==> src/rtl/line_seq_pkg.sv <==
// Shared types and helpers for the line_sequencer frame-drawing block.
package line_seq_pkg;

  typedef enum logic [2:0] {
    S_IDLE,
    S_CLEAR,
    S_PIPE_TOP,
    S_PIPE_BOT,
    S_BIRD,
    S_DONE
  } seq_state_t;

  function automatic int unsigned clog2_min1(input int unsigned n);
    int unsigned w;
    w = $clog2(n);
    return (w < 1) ? 1 : w;
  endfunction

endpackage

==> src/rtl/next_pipe_finder.sv <==
// Priority search for the lowest set bit of en above cur_idx (or from 0 when from_start).
module next_pipe_finder
  import line_seq_pkg::*;
#(
  parameter int unsigned NUM_PIPES = 3,
  parameter int unsigned IW        = clog2_min1(NUM_PIPES)
) (
  input  logic [NUM_PIPES-1:0] en,
  input  logic                 from_start,
  input  logic [IW-1:0]        cur_idx,
  output logic                 found,
  output logic [IW-1:0]        idx
);

  always_comb begin
    found = 1'b0;
    idx   = '0;
    for (int unsigned i = 0; i < NUM_PIPES; i++) begin
      if (!found && en[i] && (from_start || (IW'(i) > cur_idx))) begin
        found = 1'b1;
        idx   = IW'(i);
      end
    end
  end

endmodule

==> src/rtl/line_sequencer.sv <==
// Frame sequencer: clear, enabled pipe segments, then BIRD_W bird columns over done handshakes.
// Optional macro LINE_SEQ_SKIP_EMPTY_EN skips pipe segments whose endpoints coincide.
module line_sequencer
  import line_seq_pkg::*;
#(
  parameter int unsigned N         = 11,
  parameter int unsigned NUM_PIPES = 3,
  parameter int unsigned BIRD_W    = 1
) (
  input  logic                   clk,
  input  logic                   reset,
  input  logic                   frame_start,
  input  logic [NUM_PIPES*N-1:0] pipe_x,
  input  logic [NUM_PIPES*N-1:0] pipe_y0,
  input  logic [NUM_PIPES*N-1:0] pipe_y1,
  input  logic [NUM_PIPES-1:0]   pipe_en,
  input  logic [N-1:0]           y_top,
  input  logic [N-1:0]           y_bot,
  input  logic [N-1:0]           bird_x,
  input  logic [N-1:0]           bird_y0,
  input  logic [N-1:0]           bird_y1,
  input  logic                   line_done,
  input  logic                   clear_done,
  output logic [N-1:0]           x0,
  output logic [N-1:0]           y0,
  output logic [N-1:0]           x1,
  output logic [N-1:0]           y1,
  output logic                   line_req,
  output logic                   clear_req,
  output logic                   busy,
  output logic                   frame_done
);

  localparam int unsigned PW   = clog2_min1(NUM_PIPES);
  localparam int unsigned SW   = PW + 1;
  localparam int unsigned NSEG = 2 * NUM_PIPES;
  localparam int unsigned CW   = clog2_min1(BIRD_W);

  seq_state_t state_q, state_d;
  logic [SW-1:0] seg_q, seg_d;
  logic [CW-1:0] col_q, col_d;

  logic [NUM_PIPES*N-1:0] pipe_x_q, pipe_x_d;
  logic [NUM_PIPES*N-1:0] pipe_y0_q, pipe_y0_d;
  logic [NUM_PIPES*N-1:0] pipe_y1_q, pipe_y1_d;
  logic [NUM_PIPES-1:0]   pipe_en_q, pipe_en_d;
  logic [N-1:0] y_top_q, y_top_d, y_bot_q, y_bot_d;
  logic [N-1:0] bird_x_q, bird_x_d, bird_y0_q, bird_y0_d, bird_y1_q, bird_y1_d;

  logic [N-1:0]    px [NUM_PIPES];
  logic [N-1:0]    py0 [NUM_PIPES];
  logic [N-1:0]    py1 [NUM_PIPES];
  logic [NSEG-1:0] seg_mask;
  logic            nxt_found;
  logic [SW-1:0]   nxt_seg;
  logic [PW-1:0]   pidx;
  logic [N-1:0]    bird_col_x;

  assign pidx       = seg_q[SW-1:1];
  assign bird_col_x = bird_x_q + N'(col_q);

  // Segment s = 2*pipe + (0 top, 1 bottom); searching segments rather than pipes
  // lets the skip option hop over any run of empty segments in one transition.
  always_comb begin
    for (int unsigned i = 0; i < NUM_PIPES; i++) begin
      px[i]  = pipe_x_q[i*N +: N];
      py0[i] = pipe_y0_q[i*N +: N];
      py1[i] = pipe_y1_q[i*N +: N];
`ifdef LINE_SEQ_SKIP_EMPTY_EN
      seg_mask[2*i]   = pipe_en_q[i] && (py1[i] != y_top_q);
      seg_mask[2*i+1] = pipe_en_q[i] && (py0[i] != y_bot_q);
`else
      seg_mask[2*i]   = pipe_en_q[i];
      seg_mask[2*i+1] = pipe_en_q[i];
`endif
    end
  end

  next_pipe_finder #(
    .NUM_PIPES(NSEG),
    .IW       (SW)
  ) u_finder (
    .en        (seg_mask),
    .from_start(state_q == S_CLEAR),
    .cur_idx   (seg_q),
    .found     (nxt_found),
    .idx       (nxt_seg)
  );

  always_comb begin
    state_d   = state_q;
    seg_d     = seg_q;
    col_d     = col_q;
    pipe_x_d  = pipe_x_q;
    pipe_y0_d = pipe_y0_q;
    pipe_y1_d = pipe_y1_q;
    pipe_en_d = pipe_en_q;
    y_top_d   = y_top_q;
    y_bot_d   = y_bot_q;
    bird_x_d  = bird_x_q;
    bird_y0_d = bird_y0_q;
    bird_y1_d = bird_y1_q;

    case (state_q)
      S_IDLE: begin
        if (frame_start) begin
          pipe_x_d  = pipe_x;
          pipe_y0_d = pipe_y0;
          pipe_y1_d = pipe_y1;
          pipe_en_d = pipe_en;
          y_top_d   = y_top;
          y_bot_d   = y_bot;
          bird_x_d  = bird_x;
          bird_y0_d = bird_y0;
          bird_y1_d = bird_y1;
          seg_d     = '0;
          col_d     = '0;
          state_d   = S_CLEAR;
        end
      end
      S_CLEAR, S_PIPE_TOP, S_PIPE_BOT: begin
        if ((state_q == S_CLEAR) ? clear_done : line_done) begin
          if (nxt_found) begin
            seg_d   = nxt_seg;
            state_d = nxt_seg[0] ? S_PIPE_BOT : S_PIPE_TOP;
          end else begin
            col_d   = '0;
            state_d = S_BIRD;
          end
        end
      end
      S_BIRD: begin
        if (line_done) begin
          if (col_q == CW'(BIRD_W - 1)) state_d = S_DONE;
          else                          col_d   = col_q + CW'(1);
        end
      end
      S_DONE:  state_d = S_IDLE;
      default: state_d = S_IDLE;
    endcase
  end

  always_comb begin
    x0         = '0;
    y0         = '0;
    x1         = '0;
    y1         = '0;
    line_req   = 1'b0;
    clear_req  = 1'b0;
    frame_done = 1'b0;
    busy       = (state_q != S_IDLE);
    case (state_q)
      S_CLEAR: clear_req = 1'b1;
      S_PIPE_TOP: begin
        line_req = 1'b1;
        x0 = px[pidx];
        x1 = px[pidx];
        y0 = y_top_q;
        y1 = py1[pidx];
      end
      S_PIPE_BOT: begin
        line_req = 1'b1;
        x0 = px[pidx];
        x1 = px[pidx];
        y0 = y_bot_q;
        y1 = py0[pidx];
      end
      S_BIRD: begin
        line_req = 1'b1;
        x0 = bird_col_x;
        x1 = bird_col_x;
        y0 = bird_y0_q;
        y1 = bird_y1_q;
      end
      S_DONE:  frame_done = 1'b1;
      default: ;
    endcase
  end

  always_ff @(posedge clk) begin
    if (reset) begin
      state_q   <= S_IDLE;
      seg_q     <= '0;
      col_q     <= '0;
      pipe_x_q  <= '0;
      pipe_y0_q <= '0;
      pipe_y1_q <= '0;
      pipe_en_q <= '0;
      y_top_q   <= '0;
      y_bot_q   <= '0;
      bird_x_q  <= '0;
      bird_y0_q <= '0;
      bird_y1_q <= '0;
    end else begin
      state_q   <= state_d;
      seg_q     <= seg_d;
      col_q     <= col_d;
      pipe_x_q  <= pipe_x_d;
      pipe_y0_q <= pipe_y0_d;
      pipe_y1_q <= pipe_y1_d;
      pipe_en_q <= pipe_en_d;
      y_top_q   <= y_top_d;
      y_bot_q   <= y_bot_d;
      bird_x_q  <= bird_x_d;
      bird_y0_q <= bird_y0_d;
      bird_y1_q <= bird_y1_d;
    end
  end

endmodule

==> config.mk <==
export PLATFORM = sky130hd
export DESIGN_NAME = line_sequencer
export DESIGN_NICKNAME = d
export VERILOG_FILES = /design/src/rtl/line_seq_pkg.sv /design/src/rtl/next_pipe_finder.sv /design/src/rtl/line_sequencer.sv
export SDC_FILE = /design/constraint.sdc
export NUM_CORES = 1
export LEC_CHECK = 0
export ABC_AREA = 1
export CAP_MARGIN = 25
export CORE_MARGIN = 5
export CORE_UTILIZATION = 52
export DETAILED_ROUTE_END_ITERATION = 6
export PLACE_DENSITY = 0.95
export SLEW_MARGIN = 20
export SYNTH_ARGS = -nofsm -noshare
export SYNTH_HDL_FRONTEND = slang
export SYNTH_HIERARCHICAL = 1
export SYNTH_SLANG_ARGS = --single-unit
==> constraint.sdc <==
create_clock -name clk -period 5.25 [get_ports clk]
set_input_delay 0.525 -clock clk [delete_from_list [all_inputs] [get_ports clk]]
set_output_delay 0.525 -clock clk [all_outputs]
set_load 0.03 [all_outputs]
==> impl_results.html <==
<table>
<tr><th>Metric</th><th>Value</th></tr>
<tr><th colspan="2">Outcome</th></tr>
<tr><td>Run status</td><td>finished, final reports clean</td></tr>
<tr><th colspan="2">Critical path</th></tr>
<tr><td>Startpoint of the most critical register-to-register path</td><td>state_q[2]</td></tr>
<tr><td>Critical path class</td><td>reg2out</td></tr>
<tr><td>Critical path startpoint category</td><td>flop</td></tr>
<tr><td>Endpoint of the worst-slack reg-to-reg timing path</td><td>bird_y0_q[6]</td></tr>
<tr><td>Delay of the slowest cell on the worst path</td><td>770 ps</td></tr>
<tr><td>Number of cells traversed by the worst register-to-register path</td><td>5</td></tr>
<tr><td>Cell type group with the largest total delay on the critical path</td><td>simple AND/OR/NAND/NOR gates</td></tr>
<tr><td>Critical path capture point</td><td>x0[4]</td></tr>
<tr><td>Crit. End Element</td><td>output port</td></tr>
<tr><td>Arrival time of data at the critical path endpoint</td><td>3040 ps</td></tr>
<tr><td>Biggest fanout along the worst timing path</td><td>26</td></tr>
<tr><td>CP bufs+invs</td><td>1</td></tr>
<tr><td>Worst reg-to-reg setup slack</td><td>2960 ps</td></tr>
<tr><td>Launch point of the worst path</td><td>state_q[1]</td></tr>
<tr><td>Req. time, crit path</td><td>4720 ps</td></tr>
<tr><td>Number of cells on the critical path</td><td>4</td></tr>
<tr><td>Worst-path cell with the longest stage delay</td><td>sky130_fd_sc_hd__clkdlybuf4s50_1</td></tr>
<tr><td>Worst path cell trace</td><td>nor2_4 -&gt; nand2_1 -&gt; o21ai_0 -&gt; clkdlybuf4s50_1</td></tr>
<tr><th colspan="2">Synthesis</th></tr>
<tr><td>Primary FF master, synth</td><td>sky130_fd_sc_hd__dfxtp_1</td></tr>
<tr><td>Number of synthesis warnings</td><td>6</td></tr>
<tr><td>Post-Syn Area per Cell</td><td>7.22 sq um</td></tr>
<tr><td>Sequential fraction of the synthesis area</td><td>44.2%</td></tr>
<tr><td>Proportion of synthesized flip-flops having asynchronous set or reset</td><td>0%</td></tr>
<tr><td>Library cells used by synthesis</td><td>28</td></tr>
<tr><td>Number of instances in the synthesized netlist</td><td>1022</td></tr>
<tr><td>Cell Area, Synth</td><td>0.00737 sq mm</td></tr>
<tr><td>Number of synthesized register bits</td><td>163</td></tr>
<tr><td>Count of flip-flops with a built-in enable after synthesis</td><td>0</td></tr>
<tr><td>Post-synthesis net count</td><td>around 1200</td></tr>
<tr><th colspan="2">Placed design</th></tr>
<tr><td>Gpl congestion</td><td>0.894</td></tr>
<tr><td>Input/output buffers</td><td>209</td></tr>
<tr><td>Half-perimeter wire length after placement</td><td>about 16 mm</td></tr>
<tr><td>Instance count after placement with tap cells included</td><td>1333</td></tr>
<tr><th colspan="2">Timing</th></tr>
<tr><td>Number of pins with negative max-slew slack in the final report</td><td>0</td></tr>
<tr><td>Post-route fraction of the period consumed by the critical path</td><td>67.9%</td></tr>
<tr><td>Count of endpoints failing setup in the final report</td><td>0</td></tr>
<tr><td>FMAX</td><td>0.280 GHz</td></tr>
<tr><td>Relative slew slack</td><td>a little under a third</td></tr>
<tr><td>Crit path time final</td><td>3570 ps</td></tr>
<tr><td>Fin Clk Skew</td><td>7.71 ps</td></tr>
<tr><td>Pin slew with the least headroom to its limit</td><td>between 1000 and 1500 ps</td></tr>
<tr><td>Hold Vio Cnt, Final</td><td>0</td></tr>
<tr><td>Setup repair after global routing missed its margin</td><td>false</td></tr>
<tr><td>Setup TNS after final layout</td><td>0 ps</td></tr>
<tr><th colspan="2">Clock tree</th></tr>
<tr><td>Number of clock buffers inserted by TritonCTS</td><td>17</td></tr>
<tr><td># hold bufs at CTS</td><td>0</td></tr>
<tr><td>Skew-Pair Late Insertion Delay</td><td>approximately 430 ps</td></tr>
<tr><td>Setup fix buffers added after clock tree synthesis</td><td>0</td></tr>
<tr><td>CTS resizes</td><td>0</td></tr>
<tr><td>Num Clock Sinks</td><td>between 150 and 200</td></tr>
<tr><td>CTS max path bufs</td><td>2</td></tr>
<tr><td>Count of H-tree levels built during CTS</td><td>4</td></tr>
<tr><td>Clock input transition at the sequential cells of the worst setup and hold paths</td><td>60 ps</td></tr>
<tr><td>Clock root buffer</td><td>sky130_fd_sc_hd__clkbuf_16</td></tr>
<tr><td>CTS tree</td><td>built</td></tr>
<tr><th colspan="2">Power and ir drop</th></tr>
<tr><td>Leakage power</td><td>around 0.0038 uW</td></tr>
<tr><td>Total power of the final layout</td><td>4750 uW</td></tr>
<tr><td>Ratio of total power to cell area</td><td>482 mW/mm^2</td></tr>
<tr><td>IR drop worst, VDD</td><td>0.292 mV</td></tr>
<tr><th colspan="2">Die</th></tr>
<tr><td>Core Rows</td><td>43</td></tr>
<tr><td>Floorplan die width</td><td>about 130 um</td></tr>
<tr><td>Core ar.</td><td>0.0139 sq mm</td></tr>
<tr><td>Floorplan die height</td><td>around 130 um</td></tr>
<tr><td>Top Ports</td><td>210</td></tr>
<tr><td>Area of the die</td><td>0.0167 sq mm</td></tr>
<tr><td>Starting Density</td><td>53.1%</td></tr>
<tr><th colspan="2">Drt</th></tr>
<tr><td>Residual antenna-violating net count after detailed routing</td><td>0</td></tr>
<tr><td>Routed length per instance</td><td>between 15 and 20 um</td></tr>
<tr><td>Number of vias per cell</td><td>around 5.4</td></tr>
<tr><td>Number of detailed-route iterations in the first pass</td><td>5</td></tr>
<tr><td>Count of vias placed by the detailed router</td><td>7368</td></tr>
<tr><td>Initial DRC count</td><td>around 750</td></tr>
<tr><td>Post-detailed-route DRC marker count</td><td>0</td></tr>
<tr><td>Final wirelength</td><td>21.9 mm</td></tr>
<tr><th colspan="2">Min path</th></tr>
<tr><td>Class of the most critical hold timing path</td><td>reg2reg</td></tr>
<tr><td>Instance count along the most critical hold path</td><td>2</td></tr>
<tr><th colspan="2">Cells and area</th></tr>
<tr><td>Footprint of the multi-input gates</td><td>between 0.003 and 0.004 sq mm</td></tr>
<tr><td>Area growth from synthesis to layout</td><td>33.7%</td></tr>
<tr><td>Most common library cell in the layout ignoring fill and taps</td><td>sky130_fd_sc_hd__clkdlybuf4s50_1</td></tr>
<tr><td>Area used by sequential logic in the layout</td><td>about 0.0033 sq mm</td></tr>
<tr><td>Number of standard cells in the final layout excluding fillers</td><td>1362</td></tr>
<tr><td>Nets</td><td>about 1300</td></tr>
<tr><td>Filler cell count</td><td>1100</td></tr>
<tr><td>ANT cells</td><td>0</td></tr>
<tr><td>Commonest cells after routing, fill and taps aside</td><td>sky130_fd_sc_hd__clkdlybuf4s50_1 (209), sky130_fd_sc_hd__a21oi_1 (181), sky130_fd_sc_hd__inv_1 (175), sky130_fd_sc_hd__dfxtp_1 (161), sky130_fd_sc_hd__o21ai_0 (133)</td></tr>
<tr><td>Fraction of final layout cells sized beyond drive strength 1</td><td>5.33%</td></tr>
<tr><th colspan="2">Global routing</th></tr>
<tr><td>Sum of overflow across all layers after global routing</td><td>0</td></tr>
<tr><td>Overall routing resource usage</td><td>26.1%</td></tr>
<tr><td>Vias in the first global route</td><td>7009</td></tr>
<tr><td>Wire length of the first global-routing pass</td><td>around 34 mm</td></tr>
<tr><td>Antenna violations before repair</td><td>2</td></tr>
<tr><td>Maximum number of pins on one net before global-route repair</td><td>91</td></tr>
<tr><th colspan="2">Flow run</th></tr>
<tr><td>Number of maximum-capacitance constraint violations</td><td>0</td></tr>
</table>
==> layout make-up <==
type | instances | share of cell area, %
Multi-Input combinational cell | 591 | 30.4
Clock inverter | 4 | 0.254
Timing Repair Buffer | 217 | 21.8
Tap cell | 180 | 2.28
Sequential cell | 163 | 33.1
Inverter | 182 | 6.95
Clock buffer | 25 | 5.13
==> Yosys cell counts, types with 10 or more instances <==
| master | instances | area [sq um] |
|---|---|---|
| sky130_fd_sc_hd__dfxtp_1 | 163 | 3260 |
| sky130_fd_sc_hd__o21ai_0 | 133 | 666 |
| sky130_fd_sc_hd__o21ai_1 | 83 | 415 |
| sky130_fd_sc_hd__nand3_1 | 29 | 145 |
| sky130_fd_sc_hd__nor2_1 | 25 | 93.8 |
| sky130_fd_sc_hd__a21oi_1 | 181 | 906 |
| sky130_fd_sc_hd__buf_4 | 13 | 97.6 |
| sky130_fd_sc_hd__nand2_1 | 91 | 342 |
| sky130_fd_sc_hd__buf_2 | 35 | 175 |
| sky130_fd_sc_hd__o311ai_0 | 10 | 87.6 |
| sky130_fd_sc_hd__o221ai_1 | 11 | 96.3 |
| sky130_fd_sc_hd__inv_1 | 175 | 657 |
| sky130_fd_sc_hd__clkbuf_1 | 34 | 128 |
==> state kept, by name, summed over array words and instances (netlist names), 11 cells and up <==
name / cells
bird_y0_q: 11
pipe_y1_q: 33
pipe_y0_q: 33
y_top_q: 11
y_bot_q: 11
bird_y1_q: 11
pipe_x_q: 33
bird_x_q: 11
==> worst min-delay path, cell delays in order (launching register included) <==
cell	delay [ps]
sky130_fd_sc_hd__dfxtp_1	310
sky130_fd_sc_hd__inv_1	50
sky130_fd_sc_hd__a21oi_1	50
==> logic make-up (layout without fill, tap and decap cells) <==
group	count (synthesis)	in the layout	share of synthesized area, %
AOI/OAI and AO/OA	421	421	29.8
buffers and inverters	268	428	15.2
and+or+nand+nor	170	170	10.8
DFF	163	163	44.2
==> where the power goes <==
group | switching, uW | internal, uW | total [uW]
clock | 467 | 658 | 1120
combinational | 1180 | 637 | 1820
sequential | 196 | 1610 | 1810
total | 1850 | 2910 | 4750
==> through the flow <==
step / hold slack [ps] / instance area [sq um] / utilization (%) / setup WS [ps]
5_1_grt: 465 / 9860 / 71.0 / 1510
3_3_place_gp: 430 / 9330 / 67.2 / 1960
6_report: 445 / 9860 / 71.0 / 1680
4_1_cts: 445 / 9860 / 71.0 / 1640
2_1_floorplan: 421 / 7370 / - / 2820
3_5_place_dp: 436 / 9330 / 67.2 / 2100
==> worst min-delay path by stage <==
stage	from	to	slack [ps]
6_report	y_bot_q[4]	y_bot_q[4]	440
5_1_grt	pipe_y1_q[31]	pipe_y1_q[31]	470
4_1_cts	pipe_x_q[1]	pipe_x_q[1]	450
3_5_place_dp	pipe_x_q[1]	pipe_x_q[1]	440
3_3_place_gp	pipe_x_q[5]	pipe_x_q[5]	430
2_1_floorplan	pipe_x_q[0]	pipe_x_q[0]	420
==> layer usage <==
metal / wire length (um) / track usage, % / up-vias
li1: - / - / 3638
met4: 782 / 12.0 / 4
met3: 2100 / 8.45 / 59
met2: 10300 / 42.7 / 361
met5: 27 / 0 / -
met1: 8610 / 31.3 / 3306
No activity file was read; power rests on OpenSTA's default activity.
